### src/rtl/collision_pkg.sv
// Shared defaults, FSM state type and derived constants for the collision engine.
// Helper functions let the top recompute thresholds when parameters are overridden.
package collision_pkg;

  localparam int DEF_N_PINS        = 10;
  localparam int DEF_XW            = 11;
  localparam int DEF_YW            = 10;
  localparam int DEF_VW            = 16;
  localparam int DEF_BALL_MASS     = 2;
  localparam int DEF_PIN_MASS      = 1;
  localparam int DEF_BALL_RADIUS   = 39;
  localparam int DEF_PIN_RADIUS    = 21;
  localparam int DEF_SCREEN_WIDTH  = 1024;
  localparam int DEF_SCREEN_HEIGHT = 768;
  localparam bit DEF_PIN_PIN_EN    = 1'b1;

  typedef enum logic [1:0] {
    ST_IDLE = 2'd0,
    ST_BALL = 2'd1,
    ST_PAIR = 2'd2,
    ST_DONE = 2'd3
  } state_t;

  function automatic int pair_count(input int n);
    return n * (n - 1) / 2;
  endfunction

  function automatic int dist_width(input int xw, input int yw);
    return 2 * ((xw > yw) ? xw : yw) + 1;
  endfunction

  function automatic int contact_thresh(input int ra, input int rb);
    return (ra + rb) * (ra + rb);
  endfunction

  localparam int PAIR_CNT        = pair_count(DEF_N_PINS);
  localparam int DIST_W          = dist_width(DEF_XW, DEF_YW);
  localparam int BALL_PIN_THRESH = contact_thresh(DEF_BALL_RADIUS, DEF_PIN_RADIUS);
  localparam int PIN_PIN_THRESH  = contact_thresh(DEF_PIN_RADIUS, DEF_PIN_RADIUS);

endpackage

### src/rtl/dist_sq_cmp.sv
// Combinational squared-distance contact test: |dx|^2 + |dy|^2 <= threshold.
// Differences are taken without wrap so unsigned coordinates never alias.
module dist_sq_cmp #(
  parameter int XW = 11,
  parameter int YW = 10,
  parameter int DW = 23
) (
  input  logic [XW-1:0] a_x_in,
  input  logic [YW-1:0] a_y_in,
  input  logic [XW-1:0] b_x_in,
  input  logic [YW-1:0] b_y_in,
  input  logic [DW-1:0] thresh_in,
  output logic          contact_out
);

  logic [XW-1:0] w_dx;
  logic [YW-1:0] w_dy;
  logic [DW-1:0] w_d2;

  assign w_dx = (a_x_in >= b_x_in) ? (a_x_in - b_x_in) : (b_x_in - a_x_in);
  assign w_dy = (a_y_in >= b_y_in) ? (a_y_in - b_y_in) : (b_y_in - a_y_in);
  assign w_d2 = (DW'(w_dx) * DW'(w_dx)) + (DW'(w_dy) * DW'(w_dy));

  assign contact_out = (w_d2 <= thresh_in);

endmodule

### src/rtl/collision_engine.sv
// Sequential ball-pin then pin-pin collision resolver sharing one distance comparator.
// state | meaning: IDLE wait for start | BALL pin k vs ball | PAIR pin i vs pin j | DONE publish results
module collision_engine
  import collision_pkg::*;
#(
  parameter int N_PINS        = DEF_N_PINS,
  parameter int XW            = DEF_XW,
  parameter int YW            = DEF_YW,
  parameter int VW            = DEF_VW,
  parameter int BALL_MASS     = DEF_BALL_MASS,
  parameter int PIN_MASS      = DEF_PIN_MASS,
  parameter int BALL_RADIUS   = DEF_BALL_RADIUS,
  parameter int PIN_RADIUS    = DEF_PIN_RADIUS,
  parameter int SCREEN_WIDTH  = DEF_SCREEN_WIDTH,
  parameter int SCREEN_HEIGHT = DEF_SCREEN_HEIGHT,
  parameter bit PIN_PIN_EN    = DEF_PIN_PIN_EN
) (
  input  logic                          clk_in,
  input  logic                          rst_n_in,
  input  logic                          start_in,
  input  logic [XW-1:0]                 ball_x_in,
  input  logic [YW-1:0]                 ball_y_in,
  input  logic signed [VW-1:0]          ball_vx_in,
  input  logic signed [VW-1:0]          ball_vy_in,
  input  logic [N_PINS-1:0][XW-1:0]     pins_x_in,
  input  logic [N_PINS-1:0][YW-1:0]     pins_y_in,
  input  logic [N_PINS-1:0][VW-1:0]     pins_vx_in,
  input  logic [N_PINS-1:0][VW-1:0]     pins_vy_in,
  input  logic [N_PINS-1:0]             pins_active_in,
  output logic                          busy_out,
  output logic                          done_out,
  output logic [N_PINS-1:0][VW-1:0]     pins_vx_out,
  output logic [N_PINS-1:0][VW-1:0]     pins_vy_out,
  output logic [N_PINS-1:0]             pins_hit_out
);

  localparam int IW = $clog2(N_PINS);
  localparam int DW = dist_width(XW, YW);
  localparam int MW = VW + 16;
  localparam logic [DW-1:0] THR_BP = DW'(contact_thresh(BALL_RADIUS, PIN_RADIUS));
  localparam logic [DW-1:0] THR_PP = DW'(contact_thresh(PIN_RADIUS, PIN_RADIUS));
  localparam logic [IW-1:0] LAST_K = IW'(N_PINS - 1);
  localparam logic [IW-1:0] LAST_I = IW'(N_PINS - 2);
  localparam logic signed [MW-1:0] C_BALL = MW'(2 * BALL_MASS);
  localparam logic signed [MW-1:0] C_PIN  = MW'(BALL_MASS - PIN_MASS);
  localparam logic signed [MW-1:0] C_DEN  = MW'(BALL_MASS + PIN_MASS);
  localparam logic signed [MW-1:0] V_MAX  = MW'(2 ** (VW - 1) - 1);
  localparam logic signed [MW-1:0] V_MIN  = MW'(-(2 ** (VW - 1)));

  state_t                      r_state;
  logic [IW-1:0]               r_k, r_i, r_j;
  logic                        r_busy, r_done;
  logic [XW-1:0]               r_bx;
  logic [YW-1:0]               r_by;
  logic signed [VW-1:0]        r_bvx, r_bvy;
  logic [N_PINS-1:0][XW-1:0]   r_px;
  logic [N_PINS-1:0][YW-1:0]   r_py;
  logic [N_PINS-1:0][VW-1:0]   r_pvx, r_pvy;
  logic [N_PINS-1:0]           r_act, r_hit;
  logic [N_PINS-1:0][VW-1:0]   r_out_vx, r_out_vy;
  logic [N_PINS-1:0]           r_out_hit;

  logic [N_PINS-1:0]           w_elig;
  logic [XW-1:0]               w_ax, w_bx;
  logic [YW-1:0]               w_ay, w_by;
  logic [DW-1:0]               w_thr;
  logic                        w_ok, w_contact, w_hit;
  logic signed [MW-1:0]        w_num_x, w_num_y;
  logic [VW-1:0]               w_new_vx, w_new_vy;

  function automatic logic [VW-1:0] sat_v(input logic signed [MW-1:0] v);
    if (v > V_MAX) return VW'(V_MAX);
    if (v < V_MIN) return VW'(V_MIN);
    return VW'(v);
  endfunction

  always_comb begin
    for (int k = 0; k < N_PINS; k++) begin
      w_elig[k] = r_act[k] && (int'(r_px[k]) < SCREEN_WIDTH) && (int'(r_py[k]) < SCREEN_HEIGHT);
    end
  end

  // BALL compares ball vs pin k; PAIR reuses the same comparator for pin i vs pin j.
  always_comb begin
    w_ax  = r_bx;
    w_ay  = r_by;
    w_bx  = r_px[r_k];
    w_by  = r_py[r_k];
    w_thr = THR_BP;
    w_ok  = w_elig[r_k];
    if (r_state == ST_PAIR) begin
      w_ax  = r_px[r_i];
      w_ay  = r_py[r_i];
      w_bx  = r_px[r_j];
      w_by  = r_py[r_j];
      w_thr = THR_PP;
      w_ok  = w_elig[r_i] && w_elig[r_j];
    end
  end

  dist_sq_cmp #(.XW(XW), .YW(YW), .DW(DW)) u_dist (
    .a_x_in      (w_ax),
    .a_y_in      (w_ay),
    .b_x_in      (w_bx),
    .b_y_in      (w_by),
    .thresh_in   (w_thr),
    .contact_out (w_contact)
  );

  assign w_hit = w_contact && w_ok;

  // Signed division truncates toward zero before saturation.
  assign w_num_x  = (C_BALL * MW'(r_bvx)) - (C_PIN * MW'($signed(r_pvx[r_k])));
  assign w_num_y  = (C_BALL * MW'(r_bvy)) - (C_PIN * MW'($signed(r_pvy[r_k])));
  assign w_new_vx = sat_v(w_num_x / C_DEN);
  assign w_new_vy = sat_v(w_num_y / C_DEN);

  always_ff @(posedge clk_in or negedge rst_n_in) begin
    if (!rst_n_in) begin
      r_state   <= ST_IDLE;
      r_k       <= '0;
      r_i       <= '0;
      r_j       <= '0;
      r_busy    <= 1'b0;
      r_done    <= 1'b0;
      r_bx      <= '0;
      r_by      <= '0;
      r_bvx     <= '0;
      r_bvy     <= '0;
      r_px      <= '0;
      r_py      <= '0;
      r_pvx     <= '0;
      r_pvy     <= '0;
      r_act     <= '0;
      r_hit     <= '0;
      r_out_vx  <= '0;
      r_out_vy  <= '0;
      r_out_hit <= '0;
    end else begin
      r_done <= 1'b0;
      case (r_state)
        ST_IDLE: begin
          if (start_in) begin
            r_bx    <= ball_x_in;
            r_by    <= ball_y_in;
            r_bvx   <= ball_vx_in;
            r_bvy   <= ball_vy_in;
            r_px    <= pins_x_in;
            r_py    <= pins_y_in;
            r_pvx   <= pins_vx_in;
            r_pvy   <= pins_vy_in;
            r_act   <= pins_active_in;
            r_hit   <= '0;
            r_k     <= '0;
            r_i     <= '0;
            r_j     <= IW'(1);
            r_busy  <= 1'b1;
            r_state <= ST_BALL;
          end
        end
        ST_BALL: begin
          if (w_hit) begin
            r_pvx[r_k] <= w_new_vx;
            r_pvy[r_k] <= w_new_vy;
            r_hit[r_k] <= 1'b1;
          end
          if (r_k == LAST_K) begin
            r_k     <= '0;
            r_state <= PIN_PIN_EN ? ST_PAIR : ST_DONE;
          end else begin
            r_k <= r_k + IW'(1);
          end
        end
        ST_PAIR: begin
          if (w_hit) begin
            r_pvx[r_i] <= r_pvx[r_j];
            r_pvx[r_j] <= r_pvx[r_i];
            r_pvy[r_i] <= r_pvy[r_j];
            r_pvy[r_j] <= r_pvy[r_i];
            r_hit[r_i] <= 1'b1;
            r_hit[r_j] <= 1'b1;
          end
          if (r_j == LAST_K) begin
            if (r_i == LAST_I) begin
              r_i     <= '0;
              r_j     <= '0;
              r_state <= ST_DONE;
            end else begin
              r_i <= r_i + IW'(1);
              r_j <= r_i + IW'(2);
            end
          end else begin
            r_j <= r_j + IW'(1);
          end
        end
        ST_DONE: begin
          r_out_vx  <= r_pvx;
          r_out_vy  <= r_pvy;
          r_out_hit <= r_hit;
          r_done    <= 1'b1;
          r_busy    <= 1'b0;
          r_state   <= ST_IDLE;
        end
        default: r_state <= ST_IDLE;
      endcase
    end
  end

  assign busy_out     = r_busy;
  assign done_out     = r_done;
  assign pins_vx_out  = r_out_vx;
  assign pins_vy_out  = r_out_vy;
  assign pins_hit_out = r_out_hit;

endmodule

### config.mk
export PLATFORM = sky130hd
export DESIGN_NAME = collision_engine
export DESIGN_NICKNAME = d
export VERILOG_FILES = /design/src/rtl/collision_pkg.sv /design/src/rtl/dist_sq_cmp.sv /design/src/rtl/collision_engine.sv
export SDC_FILE = /design/constraint.sdc
export NUM_CORES = 2
export LEC_CHECK = 0
export BUFFER_PORTS_ARGS = -buffer_cell sky130_fd_sc_hd__buf_2
export CAP_MARGIN = 0
export CORE_MARGIN = 2
export CORE_UTILIZATION = 33
export CTS_BUF_LIST = sky130_fd_sc_hd__clkbuf_2 sky130_fd_sc_hd__clkbuf_4 sky130_fd_sc_hd__clkbuf_8
export CTS_CLUSTER_DIAMETER = 80
export DETAILED_ROUTE_END_ITERATION = 8
export PLACE_DENSITY_LB_ADDON = 0.08
export SKIP_LAST_GASP = 1
export SYNTH_ARGS = -nofsm -noshare
export SYNTH_HDL_FRONTEND = slang
export SYNTH_SLANG_ARGS = --single-unit
### constraint.sdc
create_clock -name clk_in -period 20.8 [get_ports clk_in]
set_clock_uncertainty 0.05 [all_clocks]
set_input_delay 3.12 -clock clk_in [delete_from_list [all_inputs] [get_ports clk_in]]
set_output_delay 3.12 -clock clk_in [all_outputs]
set_load 0.02 [all_outputs]
# Word level (Yosys, flattened, before mapping)
# Cells that the tools add are included.
# word_totals
ff_bits,949
input_bits,596
out_inout_bits,332
elab_cells,273
# op_classes
n_addsub,11
multipliers,2
n_div,2
order_cmp,33
eq_ne,12
n_mux,100
bitwise_logic,3
reduce_logical,37
# op_table
cell,n
$bwmux 160,6
$mux 160,6
$pmux 160 s3,2
$bmux 16 s4,6
$mux 16,17
$demux 16 s4,3
$bmux 11 s4,3
$bmux 10 s4,3
$lt 11x11->1 const B,10
$lt 10x10->1 const B,10
$mux 10,9
$mux 11,6
$div 32x3->32 const B,2
$gt 32x16->1 const B,2
$lt 32x16->1 const B,2
$sub 18x16->19,2
$or 10x10->10,3
$pmux 10 s3,1
$mux 4,7
$logic_and 1x1->1,25
$pmux 4 s2,3
$add 22x20->23,1
$le 23x12->1,1
$mul 11x11->22,1
27 further kinds,69

# Depth between registers and ports, before layout
# logic_depth
ltp_word,12
depth_mapped,72
mapped_depth_nobuf,63

# Modules after synthesis
# Synthesis repeated with hierarchy kept, for this count alone.
# unflattened
cells_unflattened,8417
area_unflattened_um2,79677.7
# by_module_without_submodules
mod,n_inst,cells_per_inst,area_per_inst_um2,seq_area_each_um2
collision_engine,1,7393,70950.5,23747.8
dist_sq_cmp,1,1024,8727.1,0.0

# Worst setup path after synthesis
# Ideal clock, no wire load.
# synth_timing
path_type,reg2reg
start,reg r_j[0]
end,reg r_pvy[107] in the netlist's numbering
setup_time_ns,0.135
arrival_ns,15.756
required_time_ns,20.615
path_slack_ns,4.860
path_stages_with_launch,68
n_path_buf,12
synth_period_minus_slack_ns,15.940
cell_sequence,dfrtp_1 -> clkbuf_1 -> buf_1 -> clkbuf_1 -> clkbuf_1 -> clkbuf_1 -> clkbuf_1 -> clkbuf_1 -> mux2i_1 -> o21ai_0 -> o21ai_0 -> inv_1 -> ha_1 -> a21oi_1 -> o21bai_1 -> a21o_1 -> a21o_1 -> a21o_1 -> [32 not listed] -> a21oi_1 -> nor2b_1 -> o21a_1 -> o21a_1 -> o21a_1 -> o21a_1 -> o21a_1 -> o21a_1 -> o21a_1 -> or3_1 -> a2111oi_0 -> a31o_2 -> clkbuf_1 -> clkbuf_1 -> clkbuf_1 -> nand2_1 -> o21ai_0 -> o31ai_1
# synth_between
elab_chain_len,11
word_cells_on_any_way,37
classes_between,5 x add/sub; 2 x mul; 5 x order compare; 2 x eq/ne; 19 x mux; 4 x reduce/logical
# synth_rtl
element,line_no,rtl
"start, declared",collision_engine.sv:51,"logic [IW-1:0] r_k, r_i, r_j;"
"start signal, assigned",collision_engine.sv:190,r_j <= r_i + IW'(2);
"start signal, assigned",collision_engine.sv:193,r_j <= r_j + IW'(1);
$bmux 11 s4 or $bmux 10 s4 (tied branches),"collision_engine.sv:94, collision_engine.sv:95",
$mux 11 (implied by the code) or $mux 10 (tied branches),"collision_engine.sv:94, collision_engine.sv:95",
$mux 11 or $mux 10 (tied branches),collision_engine.sv:91,if (r_state == ST_PAIR) begin
$sub 11x11->11 (tied with other cells),dist_sq_cmp.sv:20,assign w_dx = (a_x_in >= b_x_in) ? (a_x_in - b_x_in) : (b_x_in - a_x_in);
$mux 11 or $mux 10 (tied branches),"dist_sq_cmp.sv:20, dist_sq_cmp.sv:21",
$mul 11x11->22 or $mul 10x10->20 (tied branches),dist_sq_cmp.sv:22,assign w_d2 = (DW'(w_dx) * DW'(w_dx)) + (DW'(w_dy) * DW'(w_dy));
$add 22x20->23,dist_sq_cmp.sv:22,
$le 23x12->1,dist_sq_cmp.sv:24,assign contact_out = (w_d2 <= thresh_in);
$logic_and 1x1->1,collision_engine.sv:110,assign w_hit = w_contact && w_ok;
$ne 2x2->1 (no line),n/a,
$reduce_and 4->1 (no line),n/a,
"end signal, assigned",collision_engine.sv:151,r_pvy <= pins_vy_in;
"end signal, assigned by index",collision_engine.sv:164,r_pvy[r_k] <= w_new_vy;
"end signal, assigned by index",collision_engine.sv:178,r_pvy[r_i] <= r_pvy[r_j];
"end, declared",collision_engine.sv:58,"logic [N_PINS-1:0][VW-1:0] r_pvx, r_pvy;"
# Parallel ways exist; a longest one is shown, timed or not. The select of a mux whose other input is x is not followed.
# A chain may end at the register's enable or synchronous reset.

# Worst setup path in the final report
# layout_timing
start,reg r_j[3]
end,reg r_pvy[87] in the netlist's numbering
# The elaborated chain is that of the path after synthesis.

==> impl_metrics.csv <==
group,metric,value,unit
routing,dr_wl_met2,174000,um
finish,stdcell_count,12342,
routing,first_pass_iters,9,
place,place.gp.congestion,0.941,
outcome,violations,"max-capacitance violations, max-slew violations",
synthesis,synth_ff_type,"dfrtp_1",
synthesis,synth_edf_count,0,
clock_network,hold_buffers,0,
clock_network,htree_levels,4,
synthesis,syn_area_per_cell,9.12,um^2
synthesis,yosysUniqueCellTypes,110,
place,numPortBuffers,927,
floorplanning,ios,928,
sta,period_minus_slack,16790,ps
clock_network,cts_inserted_buffers,186,
sta,grt_setup_unrepaired,"no",
routing,drtAntennaViolNets,0,
setup_path,crit_path_start_kind,"register",
routing,drtIter0Drc,9589,
synthesis,ys_warn_count,0,
setup_path,cp-end-kind,"register",
routing,highest_layer,"met5",
sta,hold_slack,448,ps
sta,tns,0,ps
floorplanning,rows,177,
setup_path,slowest_delay,800,ps
sta,hold_violations,0,
synthesis,syn-instance-count,8477,
global_routing,grt_max_degree,180,
floorplanning,fp.coreArea,0.233,mm^2
setup_path,ff2ff_setup_slack,4010,ps
synthesis,yosysSeqAreaShare,30.7,%
synthesis,syn_area,0.0773,mm^2
clock_network,clock_path_buffers,3,
synthesis,synth_top_area_cell,"dfrtp_1",
finish,drive_gt1_share,28.3,%
place,dpl.hpwl,294000,um
routing,wire_per_inst,33.3,um
setup_path,reg2reg_depth,62,
outcome,status,"complete, but fails checks",
sta,setup_viol,0,
setup_path,cp_common_cell,"fa_1",
global_routing,grt_first_pass_wirelength,573000,um
synthesis,yosysTopAreaCellShare,30.7,%
floorplanning,dieArea,0.238,mm^2
routing,vias,76650,
hold_path,hold_end,"pins_vy_out[18]$_DFFE_PN0P_",
clock_network,post_cts_resized,0,
routing,met1Wirelength,173000,um
synthesis,ys_top_cells_by_area,"dfrtp_1 31%, mux2_2 9.7%, mux4_2 9.2%",
sta,clock.fmax,59.6,MHz
hold_path,hp-start,"pins_vy_out[18]$_DFFE_PN0P_",
floorplanning,initial_core_util,33.2,%
clock_network,cts_num_sinks,949,
global_routing,overflow,0,
routing,viasPerCell,6.21,
finish,layout_commonest_cell,"dfrtp_1",
setup_path,worstReg2RegEnd,"r_pvy[87]$_DFFE_PN0P_",
global_routing,globalRouteTotalUtil,33.5,%
routing,met3_length,40300,um
sta,fin_crit_sh,80.7,%
setup_path,worst_ep_required_time,21610,ps
sta,drv_slew,5,
hold_path,min_path_type,"register to register",
global_routing,antenna_found_initial,64,
sta,worstMarginPinSlew,1530,ps
finish,area_delta_synth_final,15.3,%
synthesis,syn_nets,9411,
synthesis,yosys_register_bits,949,
setup_path,reg2reg_from,"r_j[3]$_DFFE_PN0P_",
floorplanning,die_x,488,um
setup_path,crit_slowest_cell,"xor2_1",
hold_path,hold_depth,1,
setup_path,criticalPathCategory,"register to register",
finish,final_cell_mix,"939 x dfrtp_1, 935 x o21ai_0, 926 x buf_2",
clock_network,postCtsSetupBuffers,0,
setup_path,worst-path-buf-inv,10,
global_routing,grt_pass1_vias,73689,
flow_run,drv_cap,1,
place,placed_cells,11985,
clock_network,insertion_delay,1030,ps
routing,drc,0,
setup_path,critPathMaxFanout,83,
setup_path,crit_arrival,17600,ps
setup_path,crit_family,"compound AO/OA/AOI/OAI gates",
clock_network,cts_tree,"built",
floorplanning,fp.dieH,488,um
clock_network,clkSlewWorstSetupHoldPaths,60,ps
synthesis,synthArstFlopShare,100,%
finish,nets,9976,
clock_network,root_buffer,"clkbuf_8",
finish,fin_util,38.3,%
routing,routed_wl,411000,um
sta,max_slew_margin,-1.96,%
## layer usage
layer	global-route usage, %	up-vias
met3	8.56	845
met4	17.0	38
met5	0.265	-
met2	48.7	4443
met1	45.8	38755
li1	-	32569
## synth_stat cells, drive strengths merged (62+ instances only)
| cell type | count |
|---|---|
| o21ai | 1022 |
| dfrtp | 949 |
| nand2 | 899 |
| mux2 | 666 |
| nor2 | 662 |
| clkbuf | 620 |
| a21oi | 566 |
| mux4 | 316 |
| inv | 300 |
| ha | 189 |
| mux2i | 188 |
| o211ai | 160 |
| fa | 149 |
| or3 | 125 |
| a21o | 118 |
| nand3 | 105 |
| o31ai | 103 |
| buf | 101 |
| a221oi | 87 |
| a211oi | 82 |
| xnor2 | 80 |
| a31oi | 78 |
| nor3 | 68 |
| a22oi | 64 |
| o22ai | 62 |
## how the worst max path moves through the flow
stage | slack, ps | cells after the start | from | to
finish | 4010 | 62 | r_j[3]$_DFFE_PN0P_ | r_pvy[87]$_DFFE_PN0P_
global route | 2850 | 61 | r_i[0]$_DFFE_PN0P_ | r_pvy[83]$_DFFE_PN0P_
detailed placement | 4020 | 61 | r_i[0]$_DFFE_PN0P_ | r_pvy[19]$_DFFE_PN0P_
CTS | 4000 | 61 | r_i[0]$_DFFE_PN0P_ | r_pvy[131]$_DFFE_PN0P_
floorplan | 4860 | 67 | r_j[0]$_DFFE_PN0P_ | r_pvy[107]$_DFFE_PN0P_
global placement | 4130 | 62 | r_j[3]$_DFFE_PN0P_ | r_pvy[135]$_DFFE_PN0P_
## worst reg2reg max path, delay by kind of cell, from the launching register on
kind | cells | cell delay, ps
AO/OA/AOI/OAI | 29 | 6470
adder cells (fa/ha/maj) | 10 | 4440
AND/OR/NAND/NOR | 11 | 2670
buffers and inverters | 10 | 1710
XOR/XNOR | 1 | 800
flip-flops | 1 | 320
multiplexers | 1 | 220
## cell families (layout without fill, tap and decap cells)
family                     count (synthesis)  count (layout)  synth area share (%)
DFF                                      949             949                  30.7
buffers and inverters                   1024            1735                  5.06
and+or+nand+nor                         2107            2107                  11.9
adders and majority gates                339             339                  6.93
xor gates and xnor gates                 139             139                  1.59
AOI/OAI and AO/OA                       2749            2749                  22.5
muxes                                   1170            1170                  21.3
other                                      0              22                     0
## through the flow
| stage | setup WS (ps) | area [um^2] |
|---|---|---|
| after global placement | 4130 | 84900 |
| after CTS | 4000 | 89100 |
| after floorplan | 4860 | 77300 |
| after global routing | 2850 | 89100 |
| after detailed placement | 4020 | 84900 |
| final | 4010 | 89200 |
## registers in the layout, indices dropped and copies added (netlist names), 10 cells and up
register	flops
pins_hit_out	10
pins_vx_out	160
pins_vy_out	160
r_act	10
r_bvx	16
r_bvy	16
r_bx	11
r_by	10
r_hit	10
r_pvx	160
r_pvy	160
r_px	110
r_py	100
## final cells by class
type                       instances  area (um^2)
multi-input combinational       6504        50000
inverter                         303         1150
timing repair buffer            1098         6060
clock inverter                    51          654
clock buffer                     283         3560
sequential                       949        23800
antenna                           22         55.1
fill                           23482       144000
tap                             3132         3920
Power is not shown: default switching activity piles up to over one toggle a cycle in this logic, so the estimate is an artifact.
